--- src/rtl/combiner_pkg.sv ---
// Types and constants shared by the trigger combiner and the mPMT-side decoder,
// plus the per-period classifier used by the decoder.
package combiner_pkg;

  typedef enum logic [1:0] {
    HUNT = 2'd0,
    ACQ  = 2'd1,
    LOCK = 2'd2
  } state_t;

  localparam logic MODE_DUTY    = 1'b1;
  localparam logic MODE_MISSING = 1'b0;

  localparam int N_SAMP_DEF = 16;
  localparam int TOL_DEF    = 2;

  typedef struct packed {
    logic good;
    logic bval;
  } decision_t;

  // p = samples in the period, h = high samples in it
  function automatic decision_t classify(input int p, input int h, input logic mode,
                                         input int n_samp, input int tol);
    decision_t d;
    d.good = 1'b0;
    d.bval = 1'b0;
    if (mode == MODE_DUTY) begin
      if (p >= n_samp - tol && p <= n_samp + tol && 2 * h != p) begin
        d.good = 1'b1;
        d.bval = (2 * h > p);
      end
    end else begin
      if (p >= n_samp - tol && p <= n_samp + tol) begin
        d.good = 1'b1;
        d.bval = 1'b0;
      end else if (p >= 2 * n_samp - tol && p <= 2 * n_samp + tol) begin
        d.good = 1'b1;
        d.bval = 1'b1;
      end
    end
    return d;
  endfunction

endpackage

--- src/rtl/modclk_trigger_decoder_if.sv ---
// Signal bundle between the cable receiver / trigger logic and the decoder.
// No handshake: mod_in is a free-running carrier, results are one-cycle strobes.
interface modclk_trigger_decoder_if;
  import combiner_pkg::*;

  logic       mod_in;
  logic       trig_sel;
  logic       trig_out;
  logic       trig_valid;
  logic       trig_pulse;
  logic       locked;
  logic [7:0] err_count;
  state_t     dbg_state;

  modport master (
    output mod_in, trig_sel,
    input  trig_out, trig_valid, trig_pulse, locked, err_count, dbg_state
  );

  modport slave (
    input  mod_in, trig_sel,
    output trig_out, trig_valid, trig_pulse, locked, err_count, dbg_state
  );

endinterface

--- src/rtl/modclk_sync_edge.sv ---
// Two-flop synchroniser for the asynchronous carrier plus a registered rising-edge
// detector; o_s is delayed one flop so that o_rise and o_s=1 coincide on the edge sample.
module modclk_sync_edge (
  input  logic osc_clk0,
  input  logic reset_n,
  input  logic i_d,
  output logic o_s,
  output logic o_rise
);

  logic r_s1;
  logic r_s2;
  logic r_s3;
  logic r_rise;

  always_ff @(posedge osc_clk0) begin
    if (!reset_n) begin
      r_s1   <= 1'b0;
      r_s2   <= 1'b0;
      r_s3   <= 1'b0;
      r_rise <= 1'b0;
    end else begin
      r_s1   <= i_d;
      r_s2   <= r_s1;
      r_s3   <= r_s2;
      r_rise <= r_s2 & ~r_s3;
    end
  end

  assign o_s    = r_s3;
  assign o_rise = r_rise;

endmodule

--- src/rtl/modclk_trigger_decoder.sv ---
// Receive-side decoder for the trigger-modulated carrier: measures each carrier period,
// recovers one trigger bit per period and tracks lock and a saturating error count.
module modclk_trigger_decoder
  import combiner_pkg::*;
#(
  parameter int N_SAMP       = N_SAMP_DEF,
  parameter int TOL          = TOL_DEF,
  parameter int CNT_W        = 7,
  parameter int LOCK_PERIODS = 8
) (
  input  logic                     osc_clk0,
  input  logic                     reset_n,
  modclk_trigger_decoder_if.slave  dec_if
);

  localparam int               LC_W    = $clog2(LOCK_PERIODS + 1);
  localparam logic [CNT_W-1:0] CNT_MAX = {CNT_W{1'b1}};

  logic             w_s;
  logic             w_rise;
  logic [CNT_W-1:0] r_pcnt;
  logic [CNT_W-1:0] r_hcnt;
  logic             w_psat;
  decision_t        w_dec;
  logic             w_good;

  logic             r_sel;
  logic             w_mode_chg;

  state_t           r_state;
  state_t           w_state_nxt;
  logic [LC_W-1:0]  r_lock_cnt;
  logic [LC_W-1:0]  w_lock_nxt;
  logic             r_trig_out;
  logic             w_trig_nxt;
  logic             r_valid;
  logic             w_valid_nxt;
  logic             r_pulse;
  logic             w_pulse_nxt;
  logic             r_locked;
  logic             w_locked_nxt;
  logic             w_err_inc;
  logic [7:0]       r_err;

  modclk_sync_edge u_sync_edge (
    .osc_clk0 (osc_clk0),
    .reset_n  (reset_n),
    .i_d      (dec_if.mod_in),
    .o_s      (w_s),
    .o_rise   (w_rise)
  );

  // The edge sample opens the next period, so it is counted as its first sample.
  always_ff @(posedge osc_clk0) begin
    if (!reset_n) begin
      r_pcnt <= '0;
      r_hcnt <= '0;
    end else if (w_rise) begin
      r_pcnt <= CNT_W'(1);
      r_hcnt <= CNT_W'(1);
    end else begin
      if (r_pcnt != CNT_MAX)
        r_pcnt <= r_pcnt + CNT_W'(1);
      if (w_s && r_hcnt != CNT_MAX)
        r_hcnt <= r_hcnt + CNT_W'(1);
    end
  end

  always_ff @(posedge osc_clk0) begin
    if (!reset_n)
      r_sel <= dec_if.trig_sel;
    else
      r_sel <= dec_if.trig_sel;
  end

  assign w_mode_chg = (dec_if.trig_sel != r_sel);
  assign w_psat     = (r_pcnt == CNT_MAX);
  assign w_dec      = classify(int'(r_pcnt), int'(r_hcnt), r_sel, N_SAMP, TOL);
  assign w_good     = w_dec.good & ~w_psat;

  always_comb begin
    w_state_nxt  = r_state;
    w_lock_nxt   = r_lock_cnt;
    w_locked_nxt = r_locked;
    w_trig_nxt   = r_trig_out;
    w_valid_nxt  = 1'b0;
    w_pulse_nxt  = 1'b0;
    w_err_inc    = 1'b0;
    // HUNT is already waiting for an edge, so a mode change there changes nothing.
    if (r_state != HUNT && w_mode_chg) begin
      w_state_nxt  = ACQ;
      w_lock_nxt   = '0;
      w_locked_nxt = 1'b0;
    end else begin
      case (r_state)
        HUNT: begin
          w_lock_nxt = '0;
          if (w_rise)
            w_state_nxt = ACQ;
        end
        ACQ: begin
          if (w_rise) begin
            if (w_good) begin
              if (r_lock_cnt == LC_W'(LOCK_PERIODS - 1)) begin
                w_state_nxt  = LOCK;
                w_locked_nxt = 1'b1;
                w_lock_nxt   = '0;
              end else begin
                w_lock_nxt = r_lock_cnt + LC_W'(1);
              end
            end else begin
              w_err_inc  = 1'b1;
              w_lock_nxt = '0;
            end
          end else if (w_psat) begin
            w_state_nxt  = HUNT;
            w_err_inc    = 1'b1;
            w_lock_nxt   = '0;
            w_locked_nxt = 1'b0;
            w_trig_nxt   = 1'b0;
          end
        end
        LOCK: begin
          if (w_rise) begin
            if (w_good) begin
              w_trig_nxt  = w_dec.bval;
              w_valid_nxt = 1'b1;
              w_pulse_nxt = w_dec.bval & ~r_trig_out;
            end else begin
              w_err_inc    = 1'b1;
              w_locked_nxt = 1'b0;
              w_lock_nxt   = '0;
              w_state_nxt  = ACQ;
            end
          end else if (w_psat) begin
            w_state_nxt  = HUNT;
            w_err_inc    = 1'b1;
            w_lock_nxt   = '0;
            w_locked_nxt = 1'b0;
            w_trig_nxt   = 1'b0;
          end
        end
        default: begin
          w_state_nxt  = HUNT;
          w_lock_nxt   = '0;
          w_locked_nxt = 1'b0;
          w_trig_nxt   = 1'b0;
        end
      endcase
    end
  end

  always_ff @(posedge osc_clk0) begin
    if (!reset_n) begin
      r_state    <= HUNT;
      r_lock_cnt <= '0;
      r_locked   <= 1'b0;
      r_trig_out <= 1'b0;
      r_valid    <= 1'b0;
      r_pulse    <= 1'b0;
      r_err      <= 8'd0;
    end else begin
      r_state    <= w_state_nxt;
      r_lock_cnt <= w_lock_nxt;
      r_locked   <= w_locked_nxt;
      r_trig_out <= w_trig_nxt;
      r_valid    <= w_valid_nxt;
      r_pulse    <= w_pulse_nxt;
      if (w_err_inc && r_err != 8'hFF)
        r_err <= r_err + 8'd1;
    end
  end

  assign dec_if.trig_out   = r_trig_out;
  assign dec_if.trig_valid = r_valid;
  assign dec_if.trig_pulse = r_pulse;
  assign dec_if.locked     = r_locked;
  assign dec_if.err_count  = r_err;
  assign dec_if.dbg_state  = r_state;

endmodule

--- src/flat_wrapper.sv ---
// flat-port wrapper written by rule: the top's interface ports become plain ports
module modclk_trigger_decoder_flat import combiner_pkg::*;
#(
  parameter int N_SAMP       = N_SAMP_DEF,
  parameter int TOL          = TOL_DEF,
  parameter int CNT_W        = 7,
  parameter int LOCK_PERIODS = 8
)
  (osc_clk0, reset_n, dec_if_mod_in, dec_if_trig_sel, dec_if_trig_out, dec_if_trig_valid, dec_if_trig_pulse, dec_if_locked, dec_if_err_count, dec_if_dbg_state);
  modclk_trigger_decoder_if dec_if_i ();
  input  logic osc_clk0;
  input  logic reset_n;
  input wire logic [$bits(dec_if_i.mod_in)-1:0] dec_if_mod_in;
  input wire logic [$bits(dec_if_i.trig_sel)-1:0] dec_if_trig_sel;
  output wire logic [$bits(dec_if_i.trig_out)-1:0] dec_if_trig_out;
  output wire logic [$bits(dec_if_i.trig_valid)-1:0] dec_if_trig_valid;
  output wire logic [$bits(dec_if_i.trig_pulse)-1:0] dec_if_trig_pulse;
  output wire logic [$bits(dec_if_i.locked)-1:0] dec_if_locked;
  output wire logic [$bits(dec_if_i.err_count)-1:0] dec_if_err_count;
  output wire logic [$bits(dec_if_i.dbg_state)-1:0] dec_if_dbg_state;
  assign dec_if_i.mod_in = dec_if_mod_in;
  assign dec_if_i.trig_sel = dec_if_trig_sel;
  assign dec_if_trig_out = dec_if_i.trig_out;
  assign dec_if_trig_valid = dec_if_i.trig_valid;
  assign dec_if_trig_pulse = dec_if_i.trig_pulse;
  assign dec_if_locked = dec_if_i.locked;
  assign dec_if_err_count = dec_if_i.err_count;
  assign dec_if_dbg_state = dec_if_i.dbg_state;
  modclk_trigger_decoder #(.N_SAMP(N_SAMP), .TOL(TOL), .CNT_W(CNT_W), .LOCK_PERIODS(LOCK_PERIODS)) u_core (.osc_clk0(osc_clk0), .reset_n(reset_n), .dec_if(dec_if_i));
endmodule
--- config.mk ---
export PLATFORM = sky130hd
export DESIGN_NAME = modclk_trigger_decoder_flat
export DESIGN_NICKNAME = d
export VERILOG_FILES = /design/src/rtl/combiner_pkg.sv /design/src/rtl/modclk_trigger_decoder_if.sv /design/src/rtl/modclk_sync_edge.sv /design/src/rtl/modclk_trigger_decoder.sv /design/src/flat_wrapper.sv
export SDC_FILE = /design/constraint.sdc
export NUM_CORES = 1
export LEC_CHECK = 0
export CAP_MARGIN = 10
export CORE_ASPECT_RATIO = 1.2
export CORE_MARGIN = 10
export CORE_UTILIZATION = 45
export CTS_CLUSTER_SIZE = 16
export DETAILED_ROUTE_END_ITERATION = 8
export PLACE_DENSITY = 0.69
export SLEW_MARGIN = 5
export SYNTH_ARGS = -nofsm -noshare
export SYNTH_HDL_FRONTEND = slang
export SYNTH_SLANG_ARGS = --single-unit
--- constraint.sdc ---
create_clock -name osc_clk0 -period 2.5 [get_ports osc_clk0]
set_input_delay 0.25 -clock osc_clk0 [delete_from_list [all_inputs] [get_ports osc_clk0]]
set_output_delay 0.25 -clock osc_clk0 [all_outputs]
set_load 0.05 [all_outputs]
; ---- Word level (Yosys, flattened, before mapping)
; Cells that the tools add are included.
[op_classes]
addsub = 4
n_mul = 0
div_mod_pow = 0
magnitude_cmp = 5
n_eq_ne = 19
shifts = 0
muxes = 42
n_bitwise = 12
reduce_logical = 19
[op_table]
columns = cell, count
row1 = 4-bit two-way mux, 6
row2 = 2-bit two-way mux, 11
row3 = 1-bit two-way mux, 21
row4 = 4-bit AND reduction, 4
row5 = 7-bit by 1-bit adder with 7-bit output (second input constant), 2
row6 = 7-bit inequality test (second input constant), 2
row7 = 3-bit by 2-bit inequality test with 1-bit output (second input constant), 4
row8 = 1-bit NOT, 9
row9 = 8-bit by 1-bit adder with 8-bit output (second input constant), 1
row10 = 8-bit by 7-bit greater-than comparator with 1-bit output, 1
row11 = 4-bit by 2-bit inequality test with 1-bit output (second input constant), 2
row12 = 8-bit inequality test, 1
row13 = 8-bit inequality test (second input constant), 1
row14 = 4-bit one-hot mux with 2 select lines, 1
row15 = 7-bit equality test (second input constant), 1
row16 = 7-bit by 4-bit >= comparator with 1-bit output (second input constant), 1
row17 = 7-bit by 5-bit >= comparator with 1-bit output (second input constant), 1
row18 = 7-bit by 5-bit <= comparator with 1-bit output (second input constant), 1
row19 = 7-bit by 6-bit <= comparator with 1-bit output (second input constant), 1
row20 = 1-bit logical AND, 6
row21 = 1-bit one-hot mux with 3 select lines, 2
row22 = 2-bit one-hot mux with 3 select lines, 1
row23 = 2-bit nonzero test, 3
row24 = 2-bit OR reduction, 3
row25 = other kinds (12), 15
[word_totals]
regBits = 37
latchBits = 0
ramBits = 0
mem_bits_ro = 0
out_inout_bits = 14
elab_cells = 118
memories = 0

; ---- Longest topological paths before layout
[depth]
depth_word = 11
mapped_depth = 11
depth_no_buf = 8

; ---- By module
; From an unflattened synthesis, not the netlist that was laid out.
[unflattened]
hier_cells = 250
area_unflattened_um2 = 2173.3
[by_module_without_submodules]
columns = mod, n_inst, cells_each, area_each_um2, seq_area_each_um2
row1 = modclk_trigger_decoder, 1, 242, 2062.0, 660.6
row2 = modclk_sync_edge, 1, 8, 111.4, 80.1

; ---- Worst setup path after synthesis
; OpenSTA, ideal clock, no wires.
[synth_path]
path_kind = register -> register
start = reg u_core.r_pcnt[5]
end = reg u_core.r_state[0] (netlist: u_core.dec_if.dbg_state[0])
setup_time_ns = 0.072
arrival_ns = 2.202
path_slack_ns = 0.226
stages_incl_launch_ff = 10
path_buffers = 1
path_cell_list = dfxtp_1 -> inv_1 -> ha_1 -> nand4b_1 -> nor2_1 -> o41a_1 -> buf_6 -> o311a_4 -> o31a_1 -> a21oi_1
[synth_between]
elab_chain_len = 8
word_cells_on_any_way = 23
[synth_rtl]
columns = item, line
row1 = start: declaration, modclk_trigger_decoder.sv:21  ; logic [CNT_W-1:0] r_pcnt;
row2 = start signal: assignment, modclk_trigger_decoder.sv:63  ; r_pcnt <= r_pcnt + CNT_W'(1);
row3 = "7-bit by 5-bit >= comparator with 1-bit output, or another cell as far along", combiner_pkg.sv:37  ; end else if (p >= 2 * n_samp - tol && p <= 2 * n_samp + tol) begin
row4 = "1-bit logical AND, on equally long branches", "combiner_pkg.sv:37, combiner_pkg.sv:29, combiner_pkg.sv:34"
row5 = 2-bit two-way mux / 1-bit logical AND (equally long branches), "combiner_pkg.sv:37, combiner_pkg.sv:29"
row6 = "2-bit two-way mux, on equally long branches", "combiner_pkg.sv:34, combiner_pkg.sv:29"
row7 = 2-bit two-way mux, combiner_pkg.sv:28  ; if (mode == MODE_DUTY) begin
row8 = 1-bit AND, modclk_trigger_decoder.sv:79  ; assign w_good = w_dec.good & ~w_psat;
row9 = 4-bit inequality test (no source line) / 4-bit by 2-bit inequality test with 1-bit output (equally long branches), -
row10 = 4-bit AND reduction (no source line), -
row11 = end signal: assignment, modclk_trigger_decoder.sv:163  ; r_state <= w_state_nxt;
row12 = end: declaration, modclk_trigger_decoder.sv:30  ; state_t r_state;
; Several ways; a longest one is shown, not always the timed one.
; A chain may end at the register's enable or synchronous reset.

; ---- Final worst setup path
[layout_path]
start = reg u_core.r_pcnt[3]
end = reg u_core.r_state[0] (netlist: u_core.dec_if.dbg_state[0])
; The elaborated chain is that of the path after synthesis.

==> results.json <==
{
  "finClkSkew_ns": 0.00940,
  "setup_violations": 0,
  "synth.distinct_cells": 54,
  "final_max_slew_viol_count": 0,
  "clkLatencyLatePin_ns": 0.29,
  "intPower_w": 0.000832,
  "ys_ff_latch": 37,
  "numPortBuffers": 17,
  "post_drt_wl_per_cell_microns": 14.4,
  "first_pass_iters": 4,
  "synth_fp_nets": 256,
  "cp_cell_sequence": "inv_1 -> ha_1 -> nand4b_1 -> nor2_1 -> o41a_1 -> o311a_4 -> o31a_1 -> a21oi_1",
  "async_flop_share": 0,
  "cts_tree": "done",
  "dp_hpwl_microns": 3380,
  "ios": 18,
  "p_comb_frac": 0.089,
  "die-area_sq_um": 7610,
  "worst_setup_path_start_kind": "register",
  "cts_max_level": 2,
  "area_growth_pct": 18.2,
  "hold_slack_ns": 0.437,
  "wl_microns": 4620,
  "critical_path_class": "register to register",
  "drc": 0,
  "cp.arrival_ns": 2.55,
  "slowest_delay_ns": 0.53,
  "grtUsageTotal": 0.130,
  "fin_crit_ns": 2.33,
  "die_w_microns": 81.3,
  "seq_area_frac_synth": 0.365,
  "met2_usage": 0.210,
  "hold_violations": 0,
  "die_h_microns": 93.6,
  "worstPathRequired_ns": 2.72,
  "critical_path.startpoint": "u_core.r_pcnt[3]$_SDFFE_PP0N_",
  "hold_class": "register to register",
  "syn_avg_cell_area_sq_um": 8.57,
  "antennaDiodeCount": 0,
  "cts_root_buffer": "clkbuf_8",
  "powerDensity_nw_per_um2": 465,
  "clock.fmax_ghz": 0.429,
  "r2r_start": "u_core.r_pcnt[3]$_SDFFE_PP0N_",
  "switching_share": 0.254,
  "grt_pass1_wl_microns": 7970,
  "tightest_slew_ns": 0.512,
  "vdd_drop_max_mv": 0.202,
  "mostFrequentLayoutCell": "dfxtp_1",
  "grt_max_degree": 13,
  "ys.warnings.count": 0,
  "min-delay-start": "u_core.u_sync_edge.o_s$_SDFF_PN0_",
  "via_per_inst": 5.60,
  "critPathMaxFanout": 7,
  "synth_area_sq_um": 2030,
  "numCtsBuffers": 5,
  "met3_usage": 0.0498,
  "maxSlewHeadroom": 0.658,
  "cp-end-kind": "register",
  "fin_setup_tns_ns": 0,
  "busiest_layer": "met2",
  "clk_pin_slew_worst_paths_ns": 0.07,
  "power.switching_w": 0.000284,
  "period_share": 0.933,
  "vias": 1798,
  "grtUsageMet1": 0.146,
  "status": "complete, no violations",
  "gp_congestion": 0.859,
  "overflow": 0,
  "drt_iter0_drc": 136,
  "slowest_stage": "o41a_1",
  "p_leak_nw": 0.922,
  "clock_sinks": 37,
  "utilization": 0.555,
  "cts_buffer_depth": 2,
  "ys.flop_type": "dfxtp_1",
  "rsz0062_at_grt": "false",
  "pwr-share-clk": 0.362,
  "seqPwrFrac": 0.549,
  "coreArea_sq_um": 4330,
  "synth_edf_count": 0,
  "synthCells": 237,
  "row_count": 26,
  "final_cell_mix": "dfxtp_1 (35), nor2_1 (21), nand2_1 (18)",
  "drive_above_1_share": 0.0981,
  "antenna_found_initial": 0,
  "antenna_left": 0,
  "fin_nets": 283,
  "maxCapViolations": 0,
  "cts_hold_buf": 0,
  "start_util": 0.469,
  "grt_pass1_vias": 1805
}
cell families after synthesis:
group | synth area share
adders and majority gates | 0.0924
buffers and inverters | 0.0536
AOI/OAI and AO/OA | 0.177
DFF | 0.365
xor gates and xnor gates | 0.0474
muxes | 0.0253
and+or+nand+nor | 0.239
critical path: cells and delay by family, from the launching register on:
| kind | cells | cell delay, ns |
|---|---|---|
| compound gates | 4 | 1.37 |
| buf+inv | 1 | 0.07 |
| flops | 1 | 0.36 |
| simple gates | 2 | 0.18 |
| fa+ha+maj | 1 | 0.29 |
metal layers:
metal,vias to the layer above,wire length (microns)
li1,911,-
met1,831,2090
met2,50,2170
met3,6,295
met4,0,65
met5,-,0
cells in the mapped netlist (3+ instances only):
master | number | share of area
or3_1 | 4 | 0.012
xnor2_1 | 5 | 0.022
o31ai_1 | 4 | 0.015
xor2_1 | 6 | 0.026
clkbuf_1 | 3 | 0.0055
buf_2 | 3 | 0.0074
nand4_1 | 4 | 0.012
or4_1 | 4 | 0.015
a31oi_1 | 4 | 0.012
inv_1 | 17 | 0.031
and3_1 | 5 | 0.015
nor2_1 | 21 | 0.039
dfxtp_1 | 37 | 0.36
ha_1 | 15 | 0.092
and2_1 | 4 | 0.012
nor3_1 | 5 | 0.012
a21oi_1 | 14 | 0.035
mux2i_1 | 4 | 0.020
o21ai_0 | 6 | 0.015
nand2_1 | 18 | 0.033
nand3_1 | 13 | 0.032
a211oi_1 | 4 | 0.015
final timing paths:
| path | slack, ns | endpoint | depth (start not counted) |
|---|---|---|---|
| setup / recovery | 0.17 | u_core.dec_if.dbg_state[0]$_SDFFE_PN0P_ | 8 |
| hold reg to reg | 0.44 | u_core.u_sync_edge.o_rise$_SDFF_PN0_ | 1 |
| setup reg to reg | 0.17 | u_core.dec_if.dbg_state[0]$_SDFFE_PN0P_ | 8 |
| hold / removal | 0.44 | u_core.u_sync_edge.o_rise$_SDFF_PN0_ | 1 |
repair_timing:
action	in CTS	in global routing
setup buffers	0	2
resized for setup	0	3
setup endpoints to repair	0	7
power by group through the flow:
stage	registers (W)	clock network [W]	logic, W
after floorplan	0.000628	0	0.0000654
after global placement	0.000625	0	0.0000955
after detailed placement	0.000625	0	0.0000962
after CTS	0.000612	0.000417	0.0000969
after global routing	0.000614	0.000436	0.000113
final	0.000613	0.000404	0.0000998
per-stage QoR:
| stage | instances | setup WS (ns) | power [W] | cell area (sq um) |
|---|---|---|---|---|
| floorplan | 237 | 0.226 | 0.000694 | 2030 |
| global placement | 311 | 0.158 | 0.000721 | 2300 |
| detailed placement | 311 | 0.0650 | 0.000722 | 2300 |
| CTS | 319 | 0.0691 | 0.00113 | 2380 |
| global route | 321 | 0.00897 | 0.00116 | 2400 |
| finish | 321 | 0.167 | 0.00112 | 2400 |
final cells by class:
cell class | count | area (sq um)
clock buffers | 6 | 72.6
fillers | 417 | 1930
well taps | 56 | 70.1
clock inverters | 2 | 10.0
flip-flops and latches | 37 | 746
repair buffers | 28 | 253
inverters | 18 | 67.6
multi-input cells | 174 | 1180
state kept, by name (all words and copies together) (netlist names), 2 cells and up:
register                 flops
u_core.r_lock_cnt            4
u_core.dec_if.err_count      8
u_core.r_hcnt                7
u_core.dec_if.dbg_state      2
u_core.r_pcnt                7
Note: power is estimated with default switching activity, not from simulation.
